`src/rtl/p2s_pkg.sv`:
```
// Shared types and defaults for the parallel-to-serial transmitter.
package p2s_pkg;
  typedef enum logic [1:0] {IDLE, SHIFT, GAP} p2s_state_t;
  localparam int P2S_DEF_WIDTH = 8;
  localparam int P2S_MIN_GAP   = 1;
endpackage

```
`src/rtl/p2s_hold_reg.sv`:
```
// One-entry word buffer; a write and a read on the same edge leaves it full with the new word.
module p2s_hold_reg #(
  parameter int WIDTH = 8
) (
  input  logic             clk,
  input  logic             rst_n,
  input  logic             wr,
  input  logic             rd,
  input  logic [WIDTH-1:0] wdata,
  output logic [WIDTH-1:0] rdata,
  output logic             full
);
  logic [WIDTH-1:0] data_q, data_d;
  logic             full_q, full_d;

  always_comb begin
    data_d = data_q;
    full_d = full_q;
    if (rd) full_d = 1'b0;
    if (wr) begin
      data_d = wdata;
      full_d = 1'b1;
    end
  end

  always_ff @(posedge clk or negedge rst_n) begin
    if (!rst_n) begin
      data_q <= '0;
      full_q <= 1'b0;
    end else begin
      data_q <= data_d;
      full_q <= full_d;
    end
  end

  assign rdata = data_q;
  assign full  = full_q;
endmodule

```
`src/rtl/parallel2serial.sv`:
```
// Serialises handshaked parallel words LSB first with a start pulse and a forced inter-frame gap.
// Optional frame counter output enabled by defining P2S_FRAME_CNT_EN.
module parallel2serial
  import p2s_pkg::*;
#(
  parameter int WIDTH      = P2S_DEF_WIDTH,
  parameter int GAP_CYCLES = P2S_MIN_GAP
) (
  input  logic             clk,
  input  logic             rst_n,
  input  logic [WIDTH-1:0] din,
  input  logic             din_valid,
  output logic             din_ready,
  output logic             serial_start,
  output logic             d,
  output logic             busy,
  output logic             frame_done
`ifdef P2S_FRAME_CNT_EN
  ,
  output logic [15:0]      frame_cnt
`endif
);
  localparam int CW = (WIDTH > 1) ? $clog2(WIDTH) : 1;
  localparam int GW = (GAP_CYCLES > 1) ? $clog2(GAP_CYCLES) : 1;

  p2s_state_t       state_q, state_d;
  logic [CW-1:0]    cnt_q, cnt_d;
  logic [GW-1:0]    gcnt_q, gcnt_d;
  logic [WIDTH-1:0] shreg_q, shreg_d;
  logic             start_q, start_d;
  logic             dout_q, dout_d;
  logic             busy_q, busy_d;
  logic             fdone_q, fdone_d;
  logic             load;
  logic             hold_full;
  logic [WIDTH-1:0] hold_data;

  assign din_ready = !hold_full;

  p2s_hold_reg #(.WIDTH(WIDTH)) u_hold (
    .clk   (clk),
    .rst_n (rst_n),
    .wr    (din_valid && din_ready),
    .rd    (load),
    .wdata (din),
    .rdata (hold_data),
    .full  (hold_full)
  );

  // Outputs are registered from the current state, so they trail the state by one cycle.
  always_comb begin
    state_d = state_q;
    cnt_d   = cnt_q;
    gcnt_d  = gcnt_q;
    shreg_d = shreg_q;
    load    = 1'b0;
    start_d = 1'b0;
    dout_d  = 1'b0;
    fdone_d = 1'b0;
    busy_d  = (state_q != IDLE);
    case (state_q)
      IDLE: begin
        if (hold_full) begin
          load    = 1'b1;
          shreg_d = hold_data;
          cnt_d   = '0;
          state_d = SHIFT;
        end
      end
      SHIFT: begin
        start_d = (cnt_q == '0);
        dout_d  = shreg_q[0];
        shreg_d = shreg_q >> 1;
        cnt_d   = cnt_q + CW'(1);
        if (cnt_q == CW'(WIDTH - 1)) begin
          gcnt_d  = '0;
          state_d = GAP;
        end
      end
      GAP: begin
        fdone_d = (gcnt_q == '0);
        gcnt_d  = gcnt_q + GW'(1);
        if (gcnt_q == GW'(GAP_CYCLES - 1)) begin
          if (hold_full) begin
            load    = 1'b1;
            shreg_d = hold_data;
            cnt_d   = '0;
            state_d = SHIFT;
          end else begin
            state_d = IDLE;
          end
        end
      end
      default: state_d = IDLE;
    endcase
  end

  always_ff @(posedge clk or negedge rst_n) begin
    if (!rst_n) begin
      state_q <= IDLE;
      cnt_q   <= '0;
      gcnt_q  <= '0;
      shreg_q <= '0;
      start_q <= 1'b0;
      dout_q  <= 1'b0;
      busy_q  <= 1'b0;
      fdone_q <= 1'b0;
    end else begin
      state_q <= state_d;
      cnt_q   <= cnt_d;
      gcnt_q  <= gcnt_d;
      shreg_q <= shreg_d;
      start_q <= start_d;
      dout_q  <= dout_d;
      busy_q  <= busy_d;
      fdone_q <= fdone_d;
    end
  end

  assign serial_start = start_q;
  assign d            = dout_q;
  assign busy         = busy_q;
  assign frame_done   = fdone_q;

`ifdef P2S_FRAME_CNT_EN
  logic [15:0] fcnt_q, fcnt_d;

  always_comb fcnt_d = fcnt_q + 16'(fdone_d);

  always_ff @(posedge clk or negedge rst_n) begin
    if (!rst_n) fcnt_q <= '0;
    else        fcnt_q <= fcnt_d;
  end

  assign frame_cnt = fcnt_q;
`endif
endmodule

```
`config.mk`:
```
export PLATFORM = sky130hd
export DESIGN_NAME = parallel2serial
export DESIGN_NICKNAME = d
export VERILOG_FILES = /design/src/rtl/p2s_pkg.sv /design/src/rtl/p2s_hold_reg.sv /design/src/rtl/parallel2serial.sv
export SDC_FILE = /design/constraint.sdc
export NUM_CORES = 1
export LEC_CHECK = 0
export CAP_MARGIN = 40
export CORE_MARGIN = 1
export CORE_UTILIZATION = 40
export DETAILED_ROUTE_END_ITERATION = 8
export HOLD_SLACK_MARGIN = 0.15
export PLACE_DENSITY_LB_ADDON = 0.1
export SETUP_SLACK_MARGIN = 0.3
export SYNTH_ARGS = -nofsm -noshare
export SYNTH_HDL_FRONTEND = slang
export SYNTH_SLANG_ARGS = --single-unit
```
`constraint.sdc`:
```
create_clock -name clk -period 1.4 [get_ports clk]
set_input_delay 0.28 -clock clk [delete_from_list [all_inputs] [get_ports clk]]
set_output_delay 0.28 -clock clk [all_outputs]
set_load 0.01 [all_outputs]
```
==> results by group <==
Detailed routing
  • Detailed-route wire length per cell: ~15 um
  • Initial DRC count: 22
  • Post-route ant nets: 0
  • Routed vias: 756
  • Total wire length: between 2 and 2.5 mm
  • DR DRC count: 0
  • Via density: between 4 and 5
  • First-pass DRT Iterations: 4

Logic synthesis
  • Synth area leaders: dfrtp_1 (57%), mux2_2 (19%), mux2_4 (5.1%)
  • Ys async rst share: 100%
  • Yosys warns: 0
  • Netlist cell types: 24
  • Primary FF master, synth: dfrtp_1
  • Cells after Synth: 82
  • Cell with the most instances after synthesis: dfrtp_1
  • Syn avg cell area: between 10 and 15 um^2
  • Post-synth top area cell: dfrtp_1
  • Post-synth EDFFs: 0
  • #FFs+latches synth: 27
  • Share of the synthesized area in the top cell type: 57.0%
  • Synth cell count leaders: dfrtp_1 (27), mux2_2 (20), mux2_4 (4)
  • Synth Cell Area: roughly 1200 um^2
  • Register area share after synthesis: about 57%
  • Syn Nets: between 90 and 100

Power
  • Power Density: between 2000 and 2500 nW/um^2
  • Maximum vdd drop: 1.41 mV
  • Leakage: ~0.84 nW
  • Tot Pwr: 3.59 mW

Setup path
  • Required @ worst endpoint: 1610 ps
  • Worst EP arrival: 1680 ps
  • Worst reg2reg setup slack: -70 ps
  • Worst Path Max Fanout: 4
  • Crit Path Class: register to register
  • Critical path startpoint category: register
  • Reg-to-Reg Start: state_q[1]$_DFFE_PN0P_
  • Crit. End Element: register
  • CP startpoint: state_q[1]$_DFFE_PN0P_

Placed design
  • GPL Wtd Cong: approximately 0.68
  • # placed instances: 135
  • Placed Instance Area: 1450 um^2
  • Dpl ws: -102 ps
  • IO buf count: 15
  • DP Wirelength: 1.21 mm

Global routing
  • Vias in the first global route: slightly below 800
  • Initial antenna violation count: 0
  • Remaining Overflow, GRT: 0
  • Largest net degree at the start of global routing: 28
  • First-pass GRT wire length: around 3.5 mm
  • Overall Global Routing Usage: 14.5%

Cells and area
  • Filler cells: 204
  • Finished Layout Cells: 152
  • Register area: 677 um^2
  • Final instance area: ~1700 um^2
  • Area Growth Syn to Fin: 45.4%
  • # diodes: 0
  • Fin nets: between 100 and 150
  • Finished Core Util: between 60% and 70%
  • Multi-input logic area: 566 um^2
  • Layout cell share with drive strength beyond 1: 55.4%

Floorplan
  • Total I/O pin count: 16
  • Core footprint: ~2800 um^2
  • Row Count: 19
  • Die width: approximately 56 um
  • Die Y-Extent: ~56 um
  • Initial core utilization: between 40% and 50%
  • Full die area: between 3000 and 4000 um^2

Timing
  • Final worst-path cycle share: 105%
  • Tightest Pin Transition: 177 ps
  • Clock Skew: around 1.4 ps
  • Final setup fails: 8
  • Max-slew violations: 0
  • Rel. slew slack: between 80% and 90%
  • Fmax achieved: 0.681 GHz
  • Min cycle time layout: 1470 ps
  • RSZ-0062 raised after global routing: yes
  • Setup ws final: -68.1 ps
  • Final Hold Fails: 0
  • Hold slack: slightly below 300 ps
  • Setup TNS: -424 ps

Worst hold path
  • Tightest Hold Check Type: primary input to asynchronous set/reset pin

Run status
  • Status: complete, but fails checks
  • Failing checks: negative setup slack

Clock network
  • Clk buf depth: 2
  • TritonCTS clock tree: yes
  • Root buffer cell: clkbuf_4
  • H-Tree Depth: 1
  • Clock-pin slew on the worst setup and hold paths: around 130 ps
  • # clock sinks: 27
  • Post-CTS Hold Fix Bufs: 0
  • Num CTS Buffers: 3
  • Clock Latency Late Sink: 310 ps

Job
  • Max-capacitance violation count: 0
[layer usage]
metal / wire [um] / vias to the layer above / track usage, %
met5: 0 / - / 0
met4: 18 / 0 / 7.67
met3: 69 / 2 / 2.30
met2: 1160 / 12 / 23.5
met1: 980 / 380 / 18.7
li1: - / 362 / -
[state kept, by name, indices dropped and copies added (netlist names)]
name	cells
cnt_q	3
busy	1
u_hold.rdata	8
serial_start	1
frame_done	1
state_q	2
d	1
u_hold.full	1
gcnt_q	1
shreg_q	8
[cells in the final DEF, fill, tap and decap left out, types with 2 or more instances in the layout]
master           count
nor2b_4              3
inv_1                2
mux2_2               8
mux2_4              16
buf_4               11
buf_12               3
clkbuf_4             3
buf_6               10
o21ai_4              2
a22o_1               2
clkdlybuf4s50_1     10
dfrtp_1             26
buf_2                4
[kinds of logic (layout without fill, tap and decap cells)]
| family | Yosys count | count (layout) | share of synthesized area, % |
|---|---|---|---|
| mux | 24 | 24 | 24.1 |
| buf+inv | 7 | 46 | 3.80 |
| simple gates | 12 | 12 | 7.17 |
| compound gates | 9 | 9 | 4.85 |
| fa+ha+maj | 3 | 3 | 3.16 |
| flops | 27 | 27 | 57.0 |
[power by group]
part	switching, mW	total [mW]	internal (mW)	leakage, nW
Combinational	0.654	1.97	1.32	0.496
Clock	0.208	0.320	0.111	0.0150
Sequential	0.181	1.30	1.12	0.327
[worst max-delay path, stage by stage (launching register included)]
cell and delay, ps:
dfrtp_2 460, nor2b_4 200, buf_4 140, mux2_2 310, mux2_2 260
[final timing paths]
check / end / cells after the start
worst max-delay path: shreg_q[0]$_DFFE_PN0P_ / 4
worst min-delay path: serial_start$_DFF_PN0_ / 2
worst max register to register: shreg_q[0]$_DFFE_PN0P_ / 4
worst min register to register: d$_DFF_PN0_ / 1
max in group asynchronous: state_q[1]$_DFFE_PN0P_ / 2
min in group clk: d$_DFF_PN0_ / 1
[layout make-up]
| class | count | area share (%) |
|---|---|---|
| flip-flops and latches | 27 | 39.3 |
| multi-input cells | 48 | 32.8 |
| repair buffers | 39 | 23.4 |
| well taps | 31 | 2.25 |
| clock buffers | 4 | 1.52 |
| inverters | 3 | 0.798 |
[timing repair]
action,in CTS,in global routing
pin swaps,6,5
gates resized for setup,50,12
setup endpoints to repair,27,28
gates cloned,2,0
endpoints found under the hold margin,0,0
buffers inserted,6,5
No activity file was read; power rests on OpenSTA's default activity.
==> patch (same flow settings) <==
`shreg_q` no longer has a reset.
--- a/src/rtl/parallel2serial.sv
+++ b/src/rtl/parallel2serial.sv
@@ -102,3 +102,2 @@
       gcnt_q  <= '0;
-      shreg_q <= '0;
       start_q <= 1'b0;
@@ -111,3 +110,2 @@
       gcnt_q  <= gcnt_d;
-      shreg_q <= shreg_d;
       start_q <= start_d;
@@ -117,2 +115,6 @@
     end
+  end
+
+  always_ff @(posedge clk) begin
+    shreg_q <= shreg_d;
   end
Formal check against the unedited RTL: same outputs for any inputs over 10 cycles, from zero or initial values and one cycle with rst_n low; that may be too few to reach the edited logic, so the function may still have changed.
==> patch against the original RTL <==
  * Power decreased by 8.1%
  * Fmax increased by 7.7%
  * Clock power rose by 4%
  * Setup slack gained 0.10 ns
  * Final area decreased by 4.0%
  * Wire length increased by 3.3%
  * Sequential cell count is the same
  * Area after synthesis increased by 7.4%
  * Highest routed layer unchanged
==> patch: results (changes against the original RTL) <==
{
  "syn-cell-area": {"value": 1270, "unit": "um^2", "change": "was 1190 um^2"},
  "timing.max_slew.rel_slack": {"value": 0.751, "change": "was 0.882"},
  "grt_pass1_wl": {"value": 3.97, "unit": "mm", "change": "was 3.46 mm"},
  "routed_wire_length_per_instance": {"value": 13.5, "unit": "um", "change": "was 14.7 um"},
  "buffers_excl_clock": {"value": 31, "change": "was 39"},
  "wl_met3": {"value": 67, "unit": "um", "change": "was 69 um"},
  "synthesized_nets": {"value": 112, "change": "was 96"},
  "crit_fanout": {"value": 8, "change": "was 4"},
  "run_status": {"value": "finished clean", "change": "was finished, violations left"},
  "ff_latch_area": {"value": 718, "unit": "um^2", "change": "was 677 um^2"},
  "multi_input_area_share": {"value": 0.336, "change": "was 0.328"},
  "grt_max_degree": {"value": 20, "change": "was 28"},
  "placedCellCount": {"value": 158, "change": "was 135"},
  "complex_gate_fraction_of_the_synthesized_area": {"value": 0.128, "change": "was 0.0485"},
  "postLayoutSetupSlackWorst": {"value": 0.0365, "unit": "ns", "change": "was -0.0681 ns"},
  "grt.total_usage": {"value": 0.157, "change": "was 0.145"},
  "design.final.nets": {"value": 142, "change": "was 136"},
  "total_leakage_power": {"value": 0.740, "unit": "nW", "change": "was 0.838 nW"},
  "synth.yosys.seq_area_share": {"value": 0.562, "change": "was 0.570"},
  "met1_capacity_usage_during_global_routing": {"value": 0.203, "change": "was 0.187"},
  "met1Wirelength": {"value": 1.07, "unit": "mm", "change": "was 980 um"},
  "fraction_of_layout_cells_with_a_size_suffix_above_1": {"value": 0.402, "change": "was 0.554"},
  "synthMuxAreaShare": {"value": 0.102, "change": "was 0.241"},
  "fin_skew": {"value": 0.0140, "unit": "ns", "change": "was 0.00140 ns"},
  "cpPeakStageDelay": {"value": 0.44, "unit": "ns", "change": "was 0.46 ns"},
  "multiInputGateArea": {"value": 557, "unit": "um^2", "change": "was 566 um^2"}
}
## patch: worst register-to-register path: cells and delay by family, from the launching register on
family,cells,cell delay (ns)
flops,1,0.44
buf+inv,3,0.39
mux,1,0.30
simple gates,1,0.12
## patch: power by group through the flow
| stage | logic [mW] | clock network, mW | registers, mW |
|---|---|---|---|
| 2_1_floorplan | 0.989 | 0 | 1.41 |
| 4_1_cts | 1.52 | 0.342 | 1.43 |
| 5_1_grt | 1.68 | 0.372 | 1.49 |
| 6_report | 1.53 | 0.334 | 1.44 |
| 3_5_place_dp | 1.31 | 0 | 1.46 |
| 3_3_place_gp | 1.29 | 0 | 1.46 |
## patch: path summary, 6_finish.rpt
check                       startpoint         endpoint  depth (start not counted)
max                        u_hold.full  u_hold.rdata[0]                          5
min                              rst_n     serial_start                          2
max in group asynchronous        rst_n  u_hold.rdata[2]                          2
max reg2reg                u_hold.full  u_hold.rdata[0]                          5
min reg2reg                 shreg_q[0]                d                          1
min in group clk            shreg_q[0]                d                          1
